[src/rtl/bram_pattern_writer.sv]
// Fills a BRAM region through port B with a seeded pattern, then optionally
// reads it back and counts mismatches against the same pattern.
module bram_pattern_writer #(
  parameter int          DATA_WIDTH = 32,
  parameter int          ADDR_WIDTH = 32,
  parameter logic [63:0] BASE_ADDR  = 64'h0000_0000_4000_0000,
  parameter int          DEPTH      = 16,
  parameter int          RD_LAT     = 1
) (
  input  logic                    clk40,
  input  logic                    rst40,
  input  logic                    start,
  input  logic [1:0]              mode,
  input  logic [DATA_WIDTH-1:0]   seed,
  input  logic                    verify_en,
  output logic                    busy,
  output logic                    done,
  output logic [15:0]             err_cnt,
  output logic [ADDR_WIDTH-1:0]   first_err_addr,
  output logic [ADDR_WIDTH-1:0]   addrb,
  output logic [DATA_WIDTH-1:0]   dinb,
  input  logic [DATA_WIDTH-1:0]   doutb,
  output logic                    clkb,
  output logic                    enb,
  output logic                    rstb,
  output logic [DATA_WIDTH/8-1:0] web
);

  localparam int NB    = DATA_WIDTH / 8;
  localparam int IDX_W = (DEPTH > 1) ? $clog2(DEPTH) : 1;
  localparam logic [IDX_W-1:0] LAST_IDX = IDX_W'(DEPTH - 1);

  typedef enum logic [2:0] {S_IDLE, S_WRITE, S_VERIFY, S_DRAIN, S_DONE} state_t;

  function automatic logic [ADDR_WIDTH-1:0] word_addr(input logic [IDX_W-1:0] i);
    logic [63:0] a;
    a = BASE_ADDR + 64'(i) * 64'(NB);
    return ADDR_WIDTH'(a);
  endfunction

  function automatic logic [DATA_WIDTH-1:0] pattern(input logic [1:0] m,
                                                    input logic [DATA_WIDTH-1:0] s,
                                                    input logic [IDX_W-1:0] i);
    logic [DATA_WIDTH-1:0] sum;
    logic [DATA_WIDTH-1:0] p;
    sum = s + DATA_WIDTH'(i);
    case (m)
      2'd0:    p = sum;
      2'd1:    p = {{(DATA_WIDTH-1){1'b0}}, 1'b1} << (32'(i) % DATA_WIDTH);
      2'd2:    p = s;
      default: p = ~sum;
    endcase
    return p;
  endfunction

  state_t                 state, state_n;
  logic [IDX_W-1:0]       idx, idx_n;
  logic [1:0]             drain_cnt, drain_n;
  logic [1:0]             mode_q;
  logic [DATA_WIDTH-1:0]  seed_q;
  logic                   verify_q;
  logic                   enb_n;
  logic [NB-1:0]          web_n;
  logic [ADDR_WIDTH-1:0]  addrb_n;
  logic [DATA_WIDTH-1:0]  dinb_n;
  logic                   accept;
  logic [RD_LAT-1:0]      pv;
  logic [IDX_W-1:0]       pidx [RD_LAT];
  logic [IDX_W-1:0]       cmp_idx;
  logic                   mismatch;

  assign accept   = start && (state == S_IDLE || state == S_DONE);
  assign busy     = state inside {S_WRITE, S_VERIFY, S_DRAIN};
  assign done     = (state == S_DONE);
  assign clkb     = clk40;
  assign rstb     = 1'b0;
  assign cmp_idx  = pidx[RD_LAT-1];
  assign mismatch = pv[RD_LAT-1] && (doutb != pattern(mode_q, seed_q, cmp_idx));

  // Next values of the registered BRAM port are computed here so the port
  // lines up with the state it belongs to.
  always_comb begin
    // NOTE: every output of this block gets a default first; a path that
    // skipped an assignment would infer a latch.
    state_n = state;
    idx_n   = idx;
    drain_n = drain_cnt;
    enb_n   = 1'b0;
    web_n   = '0;
    addrb_n = addrb;
    dinb_n  = dinb;
    case (state)
      S_IDLE, S_DONE: begin
        if (accept) begin
          state_n = S_WRITE;
          idx_n   = '0;
          enb_n   = 1'b1;
          web_n   = '1;
          addrb_n = word_addr('0);
          dinb_n  = pattern(mode, seed, '0);
        end
      end
      S_WRITE: begin
        if (idx == LAST_IDX) begin
          if (verify_q) begin
            state_n = S_VERIFY;
            idx_n   = '0;
            enb_n   = 1'b1;
            addrb_n = word_addr('0);
          end else begin
            state_n = S_DONE;
          end
        end else begin
          idx_n   = idx + 1'b1;
          enb_n   = 1'b1;
          web_n   = '1;
          addrb_n = word_addr(idx_n);
          dinb_n  = pattern(mode_q, seed_q, idx_n);
        end
      end
      S_VERIFY: begin
        if (idx == LAST_IDX) begin
          state_n = S_DRAIN;
          drain_n = '0;
        end else begin
          idx_n   = idx + 1'b1;
          enb_n   = 1'b1;
          addrb_n = word_addr(idx_n);
        end
      end
      S_DRAIN: begin
        if (drain_cnt == 2'(RD_LAT - 1)) state_n = S_DONE;
        else                              drain_n = drain_cnt + 1'b1;
      end
      default: state_n = S_IDLE;
    endcase
  end

  always_ff @(posedge clk40) begin
    if (rst40) begin
      state          <= S_IDLE;
      idx            <= '0;
      drain_cnt      <= '0;
      mode_q         <= '0;
      seed_q         <= '0;
      verify_q       <= 1'b0;
      enb            <= 1'b0;
      web            <= '0;
      addrb          <= '0;
      dinb           <= '0;
      err_cnt        <= '0;
      first_err_addr <= '0;
      pv             <= '0;
      for (int i = 0; i < RD_LAT; i++) pidx[i] <= '0;
    end else begin
      // NOTE: non-blocking assignments so every register here samples the
      // pre-edge values, independent of statement order.
      state     <= state_n;
      idx       <= idx_n;
      drain_cnt <= drain_n;
      enb       <= enb_n;
      web       <= web_n;
      addrb     <= addrb_n;
      dinb      <= dinb_n;
      // Read pipeline carries the word index alongside the BRAM latency.
      pv[0]   <= (state == S_VERIFY);
      pidx[0] <= idx;
      for (int i = 1; i < RD_LAT; i++) begin
        pv[i]   <= pv[i-1];
        pidx[i] <= pidx[i-1];
      end
      if (accept) begin
        mode_q         <= mode;
        seed_q         <= seed;
        verify_q       <= verify_en;
        err_cnt        <= '0;
        first_err_addr <= '0;
      end else if (mismatch) begin
        if (err_cnt != 16'hFFFF) err_cnt <= err_cnt + 16'd1;
        if (err_cnt == 16'd0)    first_err_addr <= word_addr(cmp_idx);
      end
    end
  end

endmodule

[config.mk]
export PLATFORM = sky130hd
export DESIGN_NAME = bram_pattern_writer
export DESIGN_NICKNAME = d
export VERILOG_FILES = /design/src/rtl/bram_pattern_writer.sv
export SDC_FILE = /design/constraint.sdc
export NUM_CORES = 1
export LEC_CHECK = 0
export CORE_MARGIN = 1
export CORE_UTILIZATION = 45
export CTS_CLUSTER_DIAMETER = 50
export DETAILED_ROUTE_END_ITERATION = 10
export DONT_BUFFER_PORTS = 1
export PLACE_DENSITY = 0.72
export SYNTH_ARGS = -nofsm -noshare
export SYNTH_HDL_FRONTEND = slang
export SYNTH_SLANG_ARGS = --single-unit
export TNS_END_PERCENT = 30
[constraint.sdc]
create_clock -name clk40 -period 7.95 [get_ports clk40]
set_input_delay 1.1925 -clock clk40 [delete_from_list [all_inputs] [get_ports clk40]]
set_output_delay 1.1925 -clock clk40 [all_outputs]
set_load 0.1 [all_outputs]
# Yosys cells after proc, flatten, opt, wreduce, memory -nomap -nowiden
# Memory sizes are Yosys's and may differ from the RTL's.
# Index checks and enable logic that the tools add are counted.
[totals]
register_bits = 162
latch_bits = 0
ram_bits = 4
romBits = 0
word_cells = 105
mem_count = 1
[memory_table]
columns = ["name", "words", "width", "read_ports", "rd_clocked_by_memory_dff", "write_ports", "line", "source"]
rows = [
  ["pidx", 1, 4, 1, 0, 1, "68", "logic [IDX_W-1:0] pidx [RD_LAT];"],
]
[op_classes]
n_addsub = 7
multipliers = 0
div = 0
magnitude_cmp = 0
eq_ne = 19
shift = 2
mux = 38
n_bitwise = 3
n_reduce_logical = 22
[op_table]
columns = ["cell", "n"]
rows = [
  ["$pmux W32 S3", 3],
  ["$mux W32", 6],
  ["$pmux W32 S2", 2],
  ["$not A32 Y32", 3],
  ["$add A31 B6 Y32 const A", 2],
  ["$add A32 B4 Y32", 2],
  ["$shl A1 B4 Y32 const A", 2],
  ["$ne A32 B32 Y1", 1],
  ["$mux W4", 7],
  ["$add A16 B1 Y16 const B", 1],
  ["$logic_not A16 Y1", 1],
  ["$ne A16 B16 Y1 const B", 1],
  ["$mux W3", 5],
  ["$pmux W3 S4", 1],
  ["$pmux W4 S3", 1],
  ["$mux W1", 8],
  ["$ne A2 B2 Y1 const B", 4],
  ["$pmux W4 S2", 1],
  ["$reduce_and A4 Y1", 2],
  ["$eq A3 B2 Y1 const B", 2],
  ["$logic_not A2 Y1", 3],
  ["$ne A2 B1 Y1 const B", 3],
  ["$reduce_and A3 Y1", 2],
  ["$reduce_bool A3 Y1", 2],
  ["other kinds (18)", 26],
]

# Depth between registers and ports, before layout
# Gate-level depths: netlist of the first run.
# An unclocked memory read counts as a cell.
[logic_depth]
depth_word = 7
ltp_mapped = 16
depth_no_buf = 14

==> metrics.txt, run 1 <==
status=complete, no violations; reg2reg start=seed_q[6]$_SDFFE_PP0P_; count of flip-flops with a built-in enable after synthesis=0; Post-synth ARST share=0%; worst skew pair latency=0.36 ns; Layout Nets=1313; Arr. time, crit path=3.98 ns; Worst Path Required=6.76 ns; Seq/Total Area, Yosys=21.7%; post-synthesis adder-cell area fraction=2.59%; Synth area leader=dfxtp_1; die span in x=149 um; Finished Cell Area=9710 um2; Residual DRC=0; synth cell count leaders=nand2_1, nor2_1, dfxtp_1, a21oi_1, clkbuf_1; antenna violations before repair=1; first-pass detailed-route iteration total=6; post-CTS sizing=0; r2r worst-path depth=11; DPL Wire Length=23500 um; Power Density=214 nW/um2; Post-CTS Hold Buffers=0; core box area=21000 um2; reg2reg end=first_err_addr[30]$_SDFFE_PP0P_; Hold WS=0.471 ns; Placer Congestion=0.982; most common cell in the synthesized netlist=nand2_1; post-synth top area share=21.7%; P_leak=3.32 nW; CP Max Fanout=2; dpl ws=2.78 ns; Max-Cap Viols=0; vias in the first global route=8894; mapped cell area=9680 um2; 1st-iter DRT viols=1321; Clock Sinks=105; layout cell share with drive strength beyond 1=8.38%; htree depth=3; mux share of post-synthesis cell area=12.4%; Core Rows=53; main combinational cell family by area after synthesis=simple AND/OR/NAND/NOR gates; post-route ant nets=0; Synth cell types=89; Crit. Startpoint=clk40; grt total ovfl=0; first-pass GRT wire length=51000 um; routed length per instance=21.8 um; CP Launch Type=clock port; fin cells=1504; crit path capture type=primary output; PortBufs=0; Overall Global Routing Usage=29.6%; post-synthesis compound-gate area fraction=21.0%; Via density=6.64; PnR worst setup slack=2.78 ns; commonest register cell after synthesis=dfxtp_1; Post-Syn Instances=1318; clk root buf=clkbuf_16; dpl cells=1489; via count=9982; Post-Route WL=32700 um; largest net degree at the start of global routing=87; end of the worst hold path=drain_cnt[0]$_SDFFE_PP0P_; post-synthesis simple-gate area fraction=29.4%; Initial Utilization=46.0%; setup bufs post-CTS=0; RSZ-0062 raised after global routing=no; clk buf depth=2; Finish-stage setup viols=0; # IOs=191; hold path depth=2; area delta synth->final=0.362%; diode count=0; maximum vdd drop=0.244 mV; Setup TNS=0 ns; Total Die Area=22100 um2; Worst Max-Slew Pin Slew=1.27 ns; Worst-path clk slew=0.06 ns; critical path class=clock port to primary output; #FFs+latches synth=105; largest cells by area after synthesis=dfxtp_1, nand2_1, mux4_2; synth warn=0; worst hold start=drain_cnt[0]$_SDFFE_PP0P_; Worst Hold Class=register to register; reg2reg setup slack=3.15 ns; Fin. Hold Viols=0; Slew Limit Fails=0; die height=149 um; DP Area=9450 um2; synthesized area per cell=7.34 um2; CTS tree=yes; clk_skew=0.00892 ns; worst rel slew slack=15.3%; post-synthesis xor/xnor area fraction=1.72%; CTS buffer count=9
-- registers in the layout (all words and copies together) (netlist names) --
register        flops
err_cnt            16
verify_q            1
drain_cnt           2
pidx                4
addrb               2
enb                 1
idx                 3
first_err_addr      5
state               3
seed_q             32
web                 1
pv                  1
dinb               32
mode_q              2
-- kinds of logic (layout without fill, tap and decap cells) --
logic type | count (synthesis) | in the layout
compound gates | 304 | 304
xor+xnor | 19 | 19
fa+ha+maj | 19 | 19
buf+inv | 211 | 68
flops | 105 | 105
mux | 86 | 86
other cells | 1 | 55
simple gates | 573 | 573
-- stage by stage --
stage / utilization [%] / total power [mW]
6_report: 46.2 / 2.08
5_1_grt: 46.2 / 2.17
4_1_cts: 46.2 / 2.07
3_5_place_dp: 44.9 / 1.65
3_3_place_gp: 44.9 / 1.65
2_1_floorplan: - / 1.59
-- routing by layer --
| metal | global-route usage (%) | vias up | wire length (um) |
|---|---|---|---|
| li1 | - | 4542 | - |
| met5 | 0 | - | 0 |
| met3 | 10.1 | 80 | 4560 |
| met2 | 42.8 | 687 | 14000 |
| met4 | 12.2 | 0 | 980 |
| met1 | 39.9 | 4673 | 13200 |
-- power by group --
part           switching (mW)  internal (mW)  leakage (nW)
clock network           0.197          0.219         0.128
logic                   0.465          0.194          2.33
registers               0.415          0.589         0.860
total                    1.08           1.00          3.32
-- worst max path at each step --
stage	slack [ns]	end	cells past startpoint
2_1_floorplan	2.57	clkb	1
3_3_place_gp	2.78	clkb	0
3_5_place_dp	2.78	clkb	0
4_1_cts	2.78	clkb	0
5_1_grt	2.78	clkb	0
6_report	2.78	clkb	0
-- placed cells by master (no fill, tap or decap), types with 12 or more instances in the layout --
cell	count
a211oi_1	16
a21oi_1	102
a311oi_1	15
and3_1	12
buf_4	20
conb_1	55
dfxtp_1	102
ha_1	16
inv_1	32
mux2i_1	55
mux4_2	27
nand2_1	182
nand2b_1	13
nand3_1	36
nand4_1	35
nor2_1	126
nor3_1	44
nor4_1	28
o211ai_1	16
o21ai_0	35
o31ai_1	15
or3_1	15
or4_1	21
-- final cells by class --
type                            instances  area (um2)
Multi-Input combinational cell       1056        6720
Tap cell                              275         344
Clock inverter                          3        17.5
Fill cell                            2077       11300
Sequential cell                       105        2110
Timing Repair Buffer                   20         150
Clock buffer                           12         246
Inverter                               33         124
No activity file was read; power rests on OpenSTA's default activity.
==> run 2, diff against run 1 <==
==> constraint.sdc (replaced) <==
create_clock -name clk40 -period 5.1 [get_ports clk40]
set_input_delay 0.765 -clock clk40 [delete_from_list [all_inputs] [get_ports clk40]]
set_output_delay 0.765 -clock clk40 [all_outputs]
set_load 0.1 [all_outputs]
==> run 2 against run 1 <==
Non-clock buffer count rose by 25; power is 61% higher; global-route usage up 0.60 points; hold slack gained 0.0068 ns; final cell count is 1.7% higher; via count up 0.65%; largest cell class unchanged.
==> metrics.txt, run 2 (synthesis results as in run 1) <==
status=complete, no violations; PnR Total Power=3.35 mW; Setup TNS=0 ns; 1st-iter DRT viols=1328; Post-Route WL=33400 um; most frequent cells in the layout=nand2_1, nor2_1, a21oi_1, dfxtp_1; commonest non-fill, non-tap cell in the layout=nand2_1; Reg area=2110 um2; CP endpoint=first_err_addr[30]$_SDFFE_PP0P_; Fmax=212 MHz; diode count=0; vias in the first global route=9036; RSZ-0062 raised after global routing=no; CTS buffer count=9; Multi-input gate area=6720 um2; hold path depth=1; area delta synth->final=2.96%; clk buf depth=2; antenna violations before repair=0; Core Rows=53; routed length per instance=21.8 um; layout cell share with drive strength beyond 1=10.4%; DP Area=9650 um2; CP Max Fanout=31; Residual DRC=0; worst skew pair latency=0.36 ns; Post-CTS Hold Buffers=0; Worst Max-Slew Pin Slew=1.25 ns; top flop regs=dinb (32), seed_q (32), err_cnt (16); Worst Path Required=5.36 ns; r2r worst-path depth=14; Filler cells=2138; Finished Cell Area=9960 um2; PortBufs=0; Fin. Hold Viols=0; Worst-path clk slew=0.07 ns; Total Die Area=22100 um2; htree depth=3; post-CTS sizing=0; worst rel slew slack=16.8%; crit path time final=4.71 ns; Placer Congestion=0.991; clk root buf=clkbuf_16; post-route ant nets=0; via count=10000; Initial Utilization=46.0%; first-pass GRT wire length=51700 um; final worst path period share=92.4%; largest net degree at the start of global routing=87; Slew Limit Fails=0; Clock Sinks=105; Finish-stage setup viols=0; P_leak=3.47 nW; die span in x=149 um; Via density=6.57; grt total ovfl=0; Power Density=336 nW/um2; DPL Wire Length=24400 um; Arr. time, crit path=4.97 ns; crit path capture type=register; Worst Hold Class=input port to register; Layout Nets=1338; critical path class=register to register; Max-Cap Viols=0; CP Launch Type=register; Overall Global Routing Usage=30.2%; maximum vdd drop=0.396 mV; Crit. Startpoint=pidx[0][0]$_SDFF_PP0_; clk_skew=0.00934 ns; reg2reg start=pidx[0][0]$_SDFF_PP0_; reg2reg setup slack=0.39 ns; reg2reg end=first_err_addr[30]$_SDFFE_PP0P_; die height=149 um; core box area=21000 um2; first-pass detailed-route iteration total=5; # IOs=191; setup bufs post-CTS=0; CTS tree=yes
## run 2: cell types whose count changed in the layout (fill, tap and decap cells not counted)
cell        change
bufinv_16       +1
buf_12          +1
clkbuf_1        -2
clkinv_4        +1
inv_6           +1
clkinvlp_4      +1
buf_4          +24
clkinv_2        -2
clkbuf_8        +1
## run 2: how the worst min path moves through the flow
| stage | end | start |
|---|---|---|
| 2_1_floorplan | drain_cnt[0]$_SDFFE_PP0P_ | drain_cnt[0]$_SDFFE_PP0P_ |
| 3_3_place_gp | drain_cnt[0]$_SDFFE_PP0P_ | drain_cnt[0]$_SDFFE_PP0P_ |
| 3_5_place_dp | drain_cnt[0]$_SDFFE_PP0P_ | drain_cnt[0]$_SDFFE_PP0P_ |
| 4_1_cts | seed_q[3]$_SDFFE_PP0P_ | rst40 |
| 5_1_grt | pidx[0][3]$_SDFF_PP0_ | rst40 |
| 6_report | addrb[30]$_SDFFE_PP0P_ | rst40 |
## run 2: where the power goes
group | leakage [nW] | switching, mW | internal, mW
clock network | 0.148 | 0.323 | 0.410
registers | 0.860 | 0.622 | 0.919
logic | 2.46 | 0.758 | 0.319
total | 3.47 | 1.70 | 1.65
## run 2: stage by stage
| step | worst slack (ns) | cells | utilization, % | hold slack (ns) |
|---|---|---|---|---|
| final | 0.389 | 1530 | 47.4 | 0.478 |
| after global routing | 0.0992 | 1530 | 47.4 | 0.459 |
| after CTS | 0.422 | 1530 | 47.4 | 0.462 |
| after detailed placement | 0.442 | 1514 | 45.9 | 0.460 |
| after global placement | 0.497 | 1514 | 45.9 | 0.436 |
| after floorplan | 0.839 | 1372 | - | 0.432 |
## run 2: cell type report
class	instances	share of cell area, %
clock buffers	11	2.54
multi-input cells	1056	67.5
repair buffers	45	3.52
flip-flops and latches	105	21.2
clock inverters	5	0.628
well taps	275	3.45
inverters	33	1.24
## run 2: metal layers
metal	up-vias	wire length [um]	track usage [%]
met3	78	4730	10.2
met1	4739	13700	41.6
met5	-	0	0
met4	0	1080	11.3
met2	646	13900	43.1
li1	4584	-	-
## run 2: worst max-delay path: stages (launching register included)
cell and delay [ns]:
dfxtp_1 0.56, ha_1 0.26, inv_1 0.06, fa_1 0.40, nand2b_1 0.24, a21oi_1 0.55
nand4_1 0.36, nor2_1 0.17, a2111oi_0 0.08, or4_1 0.53, or4_4 0.55, nor4_4 0.35
buf_12 0.22, nor2_2 0.10, o21a_1 0.17
==> run 3, diff against run 2 <==
--- a/config.mk
+++ b/config.mk
@@ -11,6 +11,7 @@
 export DETAILED_ROUTE_END_ITERATION = 10
 export DONT_BUFFER_PORTS = 1
 export PLACE_DENSITY = 0.72
+export SKIP_CTS_REPAIR_TIMING = 1
 export SYNTH_ARGS = -nofsm -noshare
 export SYNTH_HDL_FRONTEND = slang
 export SYNTH_SLANG_ARGS = --single-unit
==> constraint.sdc (replaced) <==
create_clock -name clk40 -period 5.7 [get_ports clk40]
set_input_delay 0.855 -clock clk40 [delete_from_list [all_inputs] [get_ports clk40]]
set_output_delay 0.855 -clock clk40 [all_outputs]
set_load 0.1 [all_outputs]
==> run 3 against run 2 <==
Non-clock buffer count is 19 lower; clock skew is 0.0013 ns higher; clock power is 20% lower; sequential share of layout area is 0.43 points higher; sequential power is 9% lower; fmax is 4.6% lower; power is 13% lower; hold slack worse by 0.015 ns; worst setup slack better by 0.37 ns; largest power group unchanged.
==> metrics.txt, run 3 (synthesis results as in run 1) <==
worst hold start=drain_cnt[0]$_SDFFE_PP0P_; Arr. time, crit path=5.20 ns; clk_skew=0.0107 ns; # IOs=191; Core Util, Final=46.5%; htree depth=3; P_leak=3.34 nW; Finish-stage setup viols=0; clk buf depth=2; Via density=6.51; post-route ant nets=0; Clock Sinks=105; crit path capture type=register; Hold WS=0.462 ns; die span in x=149 um; Worst-path clk slew=0.07 ns; most frequent cells in the layout=nand2_1, nor2_1, a21oi_1, dfxtp_1; antenna violations before repair=0; reg2reg setup slack=0.76 ns; Initial Utilization=46.0%; grt total ovfl=0; DPL Wire Length=23400 um; critical path's largest stage delay=0.56 ns; worst rel slew slack=21.8%; CTS buffer count=9; Setup TNS=0 ns; core box area=21000 um2; first-pass GRT wire length=49900 um; Reg area=2110 um2; Worst Max-Slew Pin Slew=1.17 ns; CP Launch Type=register; critical path class=register to register; crit path time final=4.94 ns; vias in the first global route=8786; Crit. Startpoint=pidx[0][0]$_SDFF_PP0_; Post-Route WL=32100 um; CP Cell Sequence=ha_1 > inv_1 > fa_1 > nand2b_1 > a21oi_1 > nand4_1 > nor2_1 > a2111oi_0 > or4_1 > or4_4 > nor4_4 > buf_4 > nor2_2 > o21a_1; worst skew pair latency=0.36 ns; Core Rows=53; CP Max Fanout=31; Layout Nets=1319; Multi-input gate area=6720 um2; Power Density=298 nW/um2; Overall Global Routing Usage=29.1%; die height=149 um; status=complete, no violations; commonest non-fill, non-tap cell in the layout=nand2_1; slowest stage cell, crit path=dfxtp_1; routed length per instance=21.2 um; maximum vdd drop=0.397 mV; Residual DRC=0; via count=9841; Fin. Hold Viols=0; PortBufs=0; clk root buf=clkbuf_16; final worst path period share=86.6%; Filler cells=2063; reg2reg start=pidx[0][0]$_SDFF_PP0_; Worst Hold Class=register to register; CTS tree=yes; r2r worst-path depth=14; Total Die Area=22100 um2; layout cell share with drive strength beyond 1=8.98%; Worst Path Required=5.96 ns; Worst path depth=14; largest net degree at the start of global routing=87; Fmax=203 MHz; 1st-iter DRT viols=1214; diode count=0; hold path depth=2; Critical path buffers and inverters=2; Placer Congestion=1.03; Max-Cap Viols=0; Top delay family on crit path=simple AND/OR/NAND/NOR gates; Slew Limit Fails=0; area delta synth->final=0.931%; RSZ-0062 raised after global routing=no; top flop regs=dinb (32), seed_q (32), err_cnt (16); first-pass detailed-route iteration total=6
[run 3: cell count changes in the layout (fill, tap and decap cells not counted)]
cell and delta:
buf_4 -18, clkinv_2 +1, clkbuf_8 -2, clkinv_4 +1, buf_12 -1, inv_6 -1
bufinv_16 -1, clkinvlp_4 +1, clkbuf_1 +1
[run 3: metrics by stage]
step	area (um2)	power [mW]	instances	setup WS, ns
after floorplan	9880	2.22	1372	1.44
after CTS	9770	2.90	1511	0.866
final	9770	2.91	1511	0.764
after global routing	9770	3.05	1511	0.566
after global placement	9490	2.30	1495	0.994
after detailed placement	9490	2.31	1495	0.893
[run 3: worst reg2reg max path, stage by stage (launching register included)]
cell and delay (ns):
dfxtp_1 0.56, ha_1 0.28, inv_1 0.07, fa_1 0.39, nand2b_1 0.24, a21oi_1 0.56, nand4_1 0.36, nor2_1 0.18
a2111oi_0 0.08, or4_1 0.54, or4_4 0.52, nor4_4 0.38, buf_4 0.36, nor2_2 0.14, o21a_1 0.18
[run 3: final timing paths]
| kind | end |
|---|---|
| setup / recovery | first_err_addr[30]$_SDFFE_PP0P_ |
| hold / removal | drain_cnt[0]$_SDFFE_PP0P_ |
| setup reg to reg | first_err_addr[30]$_SDFFE_PP0P_ |
| hold reg to reg | drain_cnt[0]$_SDFFE_PP0P_ |
[run 3: final cells by class]
| type | instances | share of cell area (%) |
|---|---|---|
| Clock buffer | 10 | 2.34 |
| Clock inverter | 6 | 0.461 |
| Inverter | 33 | 1.27 |
| Multi-Input combinational cell | 1056 | 68.8 |
| Sequential cell | 105 | 21.6 |
| Tap cell | 275 | 3.52 |
| Timing Repair Buffer | 26 | 2.00 |
[run 3: metal layers]
| metal | wire length (um) | track usage (%) | up-vias |
|---|---|---|---|
| li1 | - | - | 4543 |
| met1 | 13000 | 39.4 | 4583 |
| met2 | 13400 | 41.0 | 646 |
| met3 | 4690 | 11.2 | 69 |
| met4 | 996 | 11.9 | 0 |
| met5 | 0 | 0 | - |
[run 3: where the power goes]
group | switching (mW) | leakage [nW] | internal (mW)
combinational | 0.648 | 2.36 | 0.279
sequential | 0.574 | 0.860 | 0.822
clock | 0.291 | 0.125 | 0.297
